==> src/rtl/uart_pkg.sv <==
`default_nettype none
// ============================================================================
// Module      : uart_pkg
// Description : Shared types and constants for the UART transmit queue.
//               Holds the pacing-FSM state enum, default baud divisors for a
//               50 MHz clock at 9600 baud, and the frame hold-off helper.
// Revision    : 1.0 - initial release
// ============================================================================
package uart_pkg;

    typedef enum logic {
        ST_IDLE = 1'b0,
        ST_HOLD = 1'b1
    } uart_txq_state_t;

    // Divisor and half-bit capture point for 9600 baud from 50 MHz.
    localparam logic [12:0] BAUD_DIV_9600_50M = 13'd5208;
    localparam logic [12:0] BAUD_CAP_9600_50M = 13'd2604;

    // Clocks needed for one full frame (start + 8 data + stop = 10 bits) plus
    // one bit of margin, at (div+1) clocks per bit.
    function automatic int unsigned frame_hold(input int unsigned div);
        return 11 * (div + 1);
    endfunction

endpackage : uart_pkg
`default_nettype wire

==> src/rtl/uart_sync_fifo.sv <==
`default_nettype none
// ============================================================================
// Module      : uart_sync_fifo
// Description : Single-clock FIFO with registered read data.
//   clk     in  1         clock, rising edge
//   rst     in  1         synchronous active-high reset
//   i_push  in  1         write i_data (ignored when full)
//   i_pop   in  1         load head into o_data and advance (ignored when empty)
//   i_data  in  WIDTH     write data
//   o_data  out WIDTH     registered head captured by the last pop
//   o_level out AW+1      occupancy 0..DEPTH
//   o_full  out 1         occupancy == DEPTH
//   o_empty out 1         occupancy == 0
// Revision    : 1.0 - initial release
// ============================================================================
module uart_sync_fifo #(
    parameter int WIDTH = 8,
    parameter int DEPTH = 16
) (
    input  logic                       clk,
    input  logic                       rst,
    input  logic                       i_push,
    input  logic                       i_pop,
    input  logic [WIDTH-1:0]           i_data,
    output logic [WIDTH-1:0]           o_data,
    output logic [$clog2(DEPTH):0]     o_level,
    output logic                       o_full,
    output logic                       o_empty
);

    localparam int c_AW    = $clog2(DEPTH);
    localparam int c_PTR_W = c_AW + 1;

    logic [WIDTH-1:0] r_mem [DEPTH];
    logic [c_PTR_W-1:0] r_wr_ptr;
    logic [c_PTR_W-1:0] r_rd_ptr;
    logic [WIDTH-1:0]   r_rd_data;
    logic               w_do_push;
    logic               w_do_pop;

    // The extra pointer MSB separates full (MSBs differ) from empty (equal).
    assign o_full    = (r_wr_ptr[c_PTR_W-1] != r_rd_ptr[c_PTR_W-1]) &&
                       (r_wr_ptr[c_AW-1:0] == r_rd_ptr[c_AW-1:0]);
    assign o_empty   = (r_wr_ptr == r_rd_ptr);
    assign o_level   = r_wr_ptr - r_rd_ptr;
    assign o_data    = r_rd_data;
    assign w_do_push = i_push && !o_full;
    assign w_do_pop  = i_pop && !o_empty;

    // Storage carries no reset; only the pointers define valid content.
    always_ff @(posedge clk) begin
        if (w_do_push) begin
            r_mem[r_wr_ptr[c_AW-1:0]] <= i_data;
        end
    end

    always_ff @(posedge clk) begin
        if (rst) begin
            r_wr_ptr  <= '0;
            r_rd_ptr  <= '0;
            r_rd_data <= '0;
        end else begin
            if (w_do_push) begin
                r_wr_ptr <= r_wr_ptr + 1'b1;
            end
            if (w_do_pop) begin
                r_rd_data <= r_mem[r_rd_ptr[c_AW-1:0]];
                r_rd_ptr  <= r_rd_ptr + 1'b1;
            end
        end
    end

endmodule : uart_sync_fifo
`default_nettype wire

==> src/rtl/uart_tx_queue.sv <==
`default_nettype none
// ============================================================================
// Module      : uart_tx_queue
// Description : Byte queue and pacing stage in front of a UART transmitter
//               that has no busy flag. Bytes arrive on a valid/ready stream,
//               are buffered, and are released one per frame time as a data
//               bus plus a one-cycle enable strobe.
//   clk_i          in  1        system clock
//   rst_i          in  1        synchronous active-high reset
//   s_data_i       in  8        byte to queue
//   s_valid_i      in  1        s_data_i valid
//   s_ready_o      out 1        queue not full
//   uart_tx_data_o out 8        byte to transmitter, held until next strobe
//   uart_tx_en_o   out 1        one-cycle send strobe
//   busy_o         out 1        pacing in progress or bytes pending
//   level_o        out AW+1     FIFO occupancy 0..DEPTH
// Revision    : 1.0 - initial release
// ============================================================================
module uart_tx_queue
    import uart_pkg::*;
#(
    parameter int          DEPTH       = 16,
    parameter logic [12:0] BAUD_DIV    = BAUD_DIV_9600_50M,
    parameter int          HOLD_CYCLES = int'(frame_hold(32'(BAUD_DIV)))
) (
    input  logic                    clk_i,
    input  logic                    rst_i,
    input  logic [7:0]              s_data_i,
    input  logic                    s_valid_i,
    output logic                    s_ready_o,
    output logic [7:0]              uart_tx_data_o,
    output logic                    uart_tx_en_o,
    output logic                    busy_o,
    output logic [$clog2(DEPTH):0]  level_o
);

    localparam int c_CNT_W = (HOLD_CYCLES > 1) ? $clog2(HOLD_CYCLES) : 1;
    localparam logic [c_CNT_W-1:0] c_HOLD_LOAD = c_CNT_W'(HOLD_CYCLES - 1);

    uart_txq_state_t    r_state;
    uart_txq_state_t    w_state_nxt;
    logic [c_CNT_W-1:0] r_cnt;
    logic [c_CNT_W-1:0] w_cnt_nxt;
    logic               r_en;
    logic               w_en_nxt;
    logic               w_pop;
    logic               w_full;
    logic               w_empty;

    // Ready depends only on registered occupancy, so a pop on the same edge
    // never opens a slot for a push that edge.
    assign s_ready_o    = !w_full;
    assign uart_tx_en_o = r_en;
    assign busy_o       = (r_state != ST_IDLE) || !w_empty;

    // The FIFO's registered read data doubles as the transmitter data bus:
    // it changes only on a pop, which is exactly the strobe edge.
    uart_sync_fifo #(
        .WIDTH (8),
        .DEPTH (DEPTH)
    ) u_fifo (
        .clk     (clk_i),
        .rst     (rst_i),
        .i_push  (s_valid_i),
        .i_pop   (w_pop),
        .i_data  (s_data_i),
        .o_data  (uart_tx_data_o),
        .o_level (level_o),
        .o_full  (w_full),
        .o_empty (w_empty)
    );

    // Reset lands in HOLD so a frame already leaving the transmitter, which
    // is not reset, can finish before the next strobe.
    always_ff @(posedge clk_i) begin
        if (rst_i) begin
            r_state <= ST_HOLD;
            r_cnt   <= c_HOLD_LOAD;
            r_en    <= 1'b0;
        end else begin
            r_state <= w_state_nxt;
            r_cnt   <= w_cnt_nxt;
            r_en    <= w_en_nxt;
        end
    end

    always_comb begin
        w_state_nxt = r_state;
        w_cnt_nxt   = r_cnt;
        w_en_nxt    = 1'b0;
        w_pop       = 1'b0;
        case (r_state)
            ST_IDLE: begin
                if (!w_empty) begin
                    w_pop       = 1'b1;
                    w_en_nxt    = 1'b1;
                    w_cnt_nxt   = c_HOLD_LOAD;
                    w_state_nxt = ST_HOLD;
                end
            end
            ST_HOLD: begin
                if (r_cnt == '0) begin
                    w_state_nxt = ST_IDLE;
                end else begin
                    w_cnt_nxt = r_cnt - 1'b1;
                end
            end
            default: begin
                w_state_nxt = ST_HOLD;
                w_cnt_nxt   = c_HOLD_LOAD;
            end
        endcase
    end

endmodule : uart_tx_queue
`default_nettype wire
==> config.mk <==
export PLATFORM = sky130hd
export DESIGN_NAME = uart_tx_queue
export DESIGN_NICKNAME = d
export VERILOG_FILES = /design/src/rtl/uart_pkg.sv /design/src/rtl/uart_sync_fifo.sv /design/src/rtl/uart_tx_queue.sv
export SDC_FILE = /design/constraint.sdc
export NUM_CORES = 1
export LEC_CHECK = 0
export ABC_AREA = 1
export CORE_MARGIN = 10
export CORE_UTILIZATION = 55
export DETAILED_ROUTE_END_ITERATION = 7
export PLACE_DENSITY = 0.73
export RECOVER_POWER = 25
export SETUP_SLACK_MARGIN = 0.3
export SYNTH_ARGS = -nofsm -noshare
export SYNTH_HDL_FRONTEND = slang
export SYNTH_HIERARCHICAL = 1
export SYNTH_SLANG_ARGS = --single-unit
==> constraint.sdc <==
create_clock -name clk_i -period 2.72 [get_ports clk_i]
set_input_delay 0.272 -clock clk_i [delete_from_list [all_inputs] [get_ports clk_i]]
set_output_delay 0.272 -clock clk_i [all_outputs]
set_load 0.01 [all_outputs]
==> run_results.csv <==
group,metric,value,unit
run_status,status,"completed",
critical_path,cp.arrival,1.90,ns
power,switchingPower,1100,uW
critical_path,start_kind,"register",
synthesis,synth_ff_type,"edfxtp_1",
detailed_routing,finalWirelength,16.9,mm
sta,timing.setup.tns,0,ns
cells_and_area,utilization,65.4,%
die,die_w,137,um
detailed_routing,via_per_inst,5.38,
detailed_routing,wl_per_cell,16.4,um
cells_and_area,nets,863,
critical_path,ff2ff_setup_slack,0.55,ns
die,die_area,18700,um^2
power,power,5620,uW
synthesis,postSynthCellCount,802,
global_route,gr-total-overflow,0,
clock_tree,clock_latency,0.43,ns
place,place_inst,998,
worst_hold_path,hp-class,"reg2reg",
detailed_routing,via_count,5540,
sta,slew_headroom,50.5,%
power,power.share.clock,47.3,%
synthesis,yosys.area.top_type_share,51.1,%
synthesis,synthArstFlopShare,0,%
clock_tree,clk_pin_slew,0.06,ns
synthesis,syn_nets,824,
clock_tree,hold_buffers,0,
global_route,grt_usage,18.7,%
clock_tree,cts_tree,"built",
global_route,grt_pass1_vias,5448,
sta,fin_crit_sh,80.0,%
critical_path,crit_fanout,5,
clock_tree,clk_path_buf_depth,2,
synthesis,ys_types,31,
die,core-area,13300,um^2
die,die_h,137,um
cells_and_area,finalInstanceArea,8700,um^2
synthesis,syn_avg_cell_area,9.38,um^2
detailed_routing,antenna_left,0,
synthesis,synth_area_leaders,"edfxtp_1, nand2_1, dfxtp_1",
die,num_io_pins,27,
place,placed_cell_area,8000,um^2
critical_path,cp-startpoint,"u_fifo/r_wr_ptr[0]",
sta,finClkSkew,0.00638,ns
synthesis,synth_top_area_cell,"edfxtp_1",
global_route,grt_pass1_wl,27.1,mm
sta,period_needed,2.17,ns
synthesis,ys_ff_latch,164,
power,switching_share,19.6,%
sta,worst_slew_pin_slew,0.741,ns
power,p_int,4520,uW
sta,finalHoldViolations,0,
die,rows,42,
critical_path,r2r_end,"u_fifo/o_data[3]",
cells_and_area,multi_input_area,2350,um^2
place,place_congestion,0.856,
cells_and_area,area_growth,15.7,%
detailed_routing,drc,0,
synthesis,ys.warnings.count,6,
power,p_seq_share,49.0,%
synthesis,synth_edf_count,128,
synthesis,seq_area_frac_synth,60.7,%
critical_path,worstSetupPathType,"reg2out",
clock_tree,clock_sinks,164,
cells_and_area,fin_cells,1030,
global_route,antenna_found_initial,0,
critical_path,rr_startpoint,"u_fifo/r_rd_ptr[0]",
power,combPwrFrac,3.6,%
cells_and_area,regArea,4570,um^2
cells_and_area,drive_gt1_share,10.9,%
sta,fmax,0.460,GHz
clock_tree,numCtsBuffers,17,
sta,final_max_slew_viol_count,0,
critical_path,reg2reg_depth,8,
clock_tree,root_buffer,"clkbuf_16",
power,p_leak,0.00366,uW
sta,rsz0062_at_grt,"false",
global_route,grt_max_degree,68,
sta,setup_violations,0,
detailed_routing,firstDrtPassIters,5,
synthesis,synthesis.area,7520,um^2
die,start_util,56.6,%
critical_path,end_kind,"primary output",
cells_and_area,fillerInstances,1022,
critical_path,cp-endpoint,"level_o[2]",
run,drv_cap,0,
cells_and_area,diodes,0,
power,ir_worst_vdd,0.000397,V
place,io_buffer_count,26,
critical_path,cp.required,2.45,ns
place,dp_hpwl,10.7,mm
clock_tree,cts_max_level,4,
detailed_routing,first_iter_violations,572,
power,p_per_area,645,nW/um^2
what timing repair did:
action                                  CTS  global route
buffers inserted                          0             0
gates resized for setup                   7            11
endpoints found under the setup margin    6             9
endpoints found under the hold margin     0             0
layout make-up:
| type | count | area share [%] |
|---|---|---|
| timing repair buffer | 50 | 5.15 |
| clock inverter | 14 | 2.69 |
| inverter | 119 | 5.19 |
| tap | 176 | 2.53 |
| multi-input combinational | 489 | 27.0 |
| clock buffer | 18 | 4.93 |
| sequential | 164 | 52.5 |
worst max-delay path, stage by stage, from the launching register on:
cell and delay (ns):
dfxtp_2 0.34, inv_2 0.09, ha_1 0.15, inv_1 0.06
fa_1 0.40, xor2_1 0.15, dlygate4sd2_1 0.30
power groups by stage:
stage	registers [uW]	logic [uW]	clock network (uW)
CTS	2750	205	2690
finish	2750	203	2660
floorplan	2800	107	0
global route	2760	228	2800
global placement	2800	198	0
detailed placement	2810	202	0
flip-flops by register name, summed over array words and instances, names as in the netlist:
signal and count:
r_state 1, u_fifo/o_data 8, u_fifo/r_wr_ptr 5, uart_tx_en_o 1, r_cnt 16, u_fifo/r_mem 128
u_fifo/r_rd_ptr 5
through the flow:
step,worst slack (ns),hold WS (ns)
after floorplan,0.438,0.341
after global placement,0.514,0.421
after detailed placement,0.451,0.446
after CTS,0.294,0.455
after global routing,0.397,0.477
final,0.545,0.453
cells in the mapped netlist, types with 3 or more instances:
library cell	number
nand3_1	114
a21oi_2	4
buf_6	5
edfxtp_1	128
xor2_1	8
dfxtp_1	36
buf_4	4
ha_1	10
inv_1	113
o21ai_0	14
clkbuf_1	6
buf_2	14
o211ai_2	5
nor2_2	3
nand2_4	3
nand2_1	229
nor2_1	55
inv_2	4
nand2_2	6
a21oi_1	28
layer usage:
metal / share of wire (%) / GRT usage [%] / vias up
li1: - / - / 2675
met1: 42 / 23.0 / 2614
met2: 49 / 30.9 / 222
met3: 7.4 / 4.44 / 29
met4: 1.6 / 7.61 / 0
met5: 0 / 0 / -
cells by family (layout without fill, tap and decap cells):
logic type,after synthesis,count (layout),share of synthesized area [%]
and+or+nand+nor,416,416,23.7
AOI/OAI and AO/OA,54,54,4.36
adders and majority gates,11,11,1.93
buffers and inverters,149,201,8.42
DFF,164,164,60.7
xor gates and xnor gates,8,8,0.932
placed cells by master (no fill, tap or decap), types with 6 or more instances in the layout:
master | Yosys | routed
a21oi_1 | 28 | 28
buf_4 | 4 | 23
bufinv_16 | 0 | 6
clkbuf_16 | 0 | 17
clkdlybuf4s50_1 | 0 | 15
dfxtp_1 | 36 | 31
edfxtp_1 | 128 | 128
ha_1 | 10 | 8
inv_1 | 113 | 112
nand2_1 | 229 | 229
nand2_2 | 6 | 6
nand3_1 | 114 | 114
nor2_1 | 55 | 55
o21ai_0 | 14 | 14
xor2_1 | 8 | 8
how the worst min path moves through the flow:
stage | cells after the start | start | end
finish | 1 | r_cnt[0] | r_cnt[0]
global route | 1 | r_cnt[0] | r_cnt[0]
CTS | 1 | r_cnt[0] | r_cnt[0]
detailed placement | 1 | r_cnt[0] | r_cnt[0]
global placement | 1 | r_cnt[0] | r_cnt[0]
floorplan | 1 | rst_i | r_cnt[5]
No activity file was read; power rests on OpenSTA's default activity.
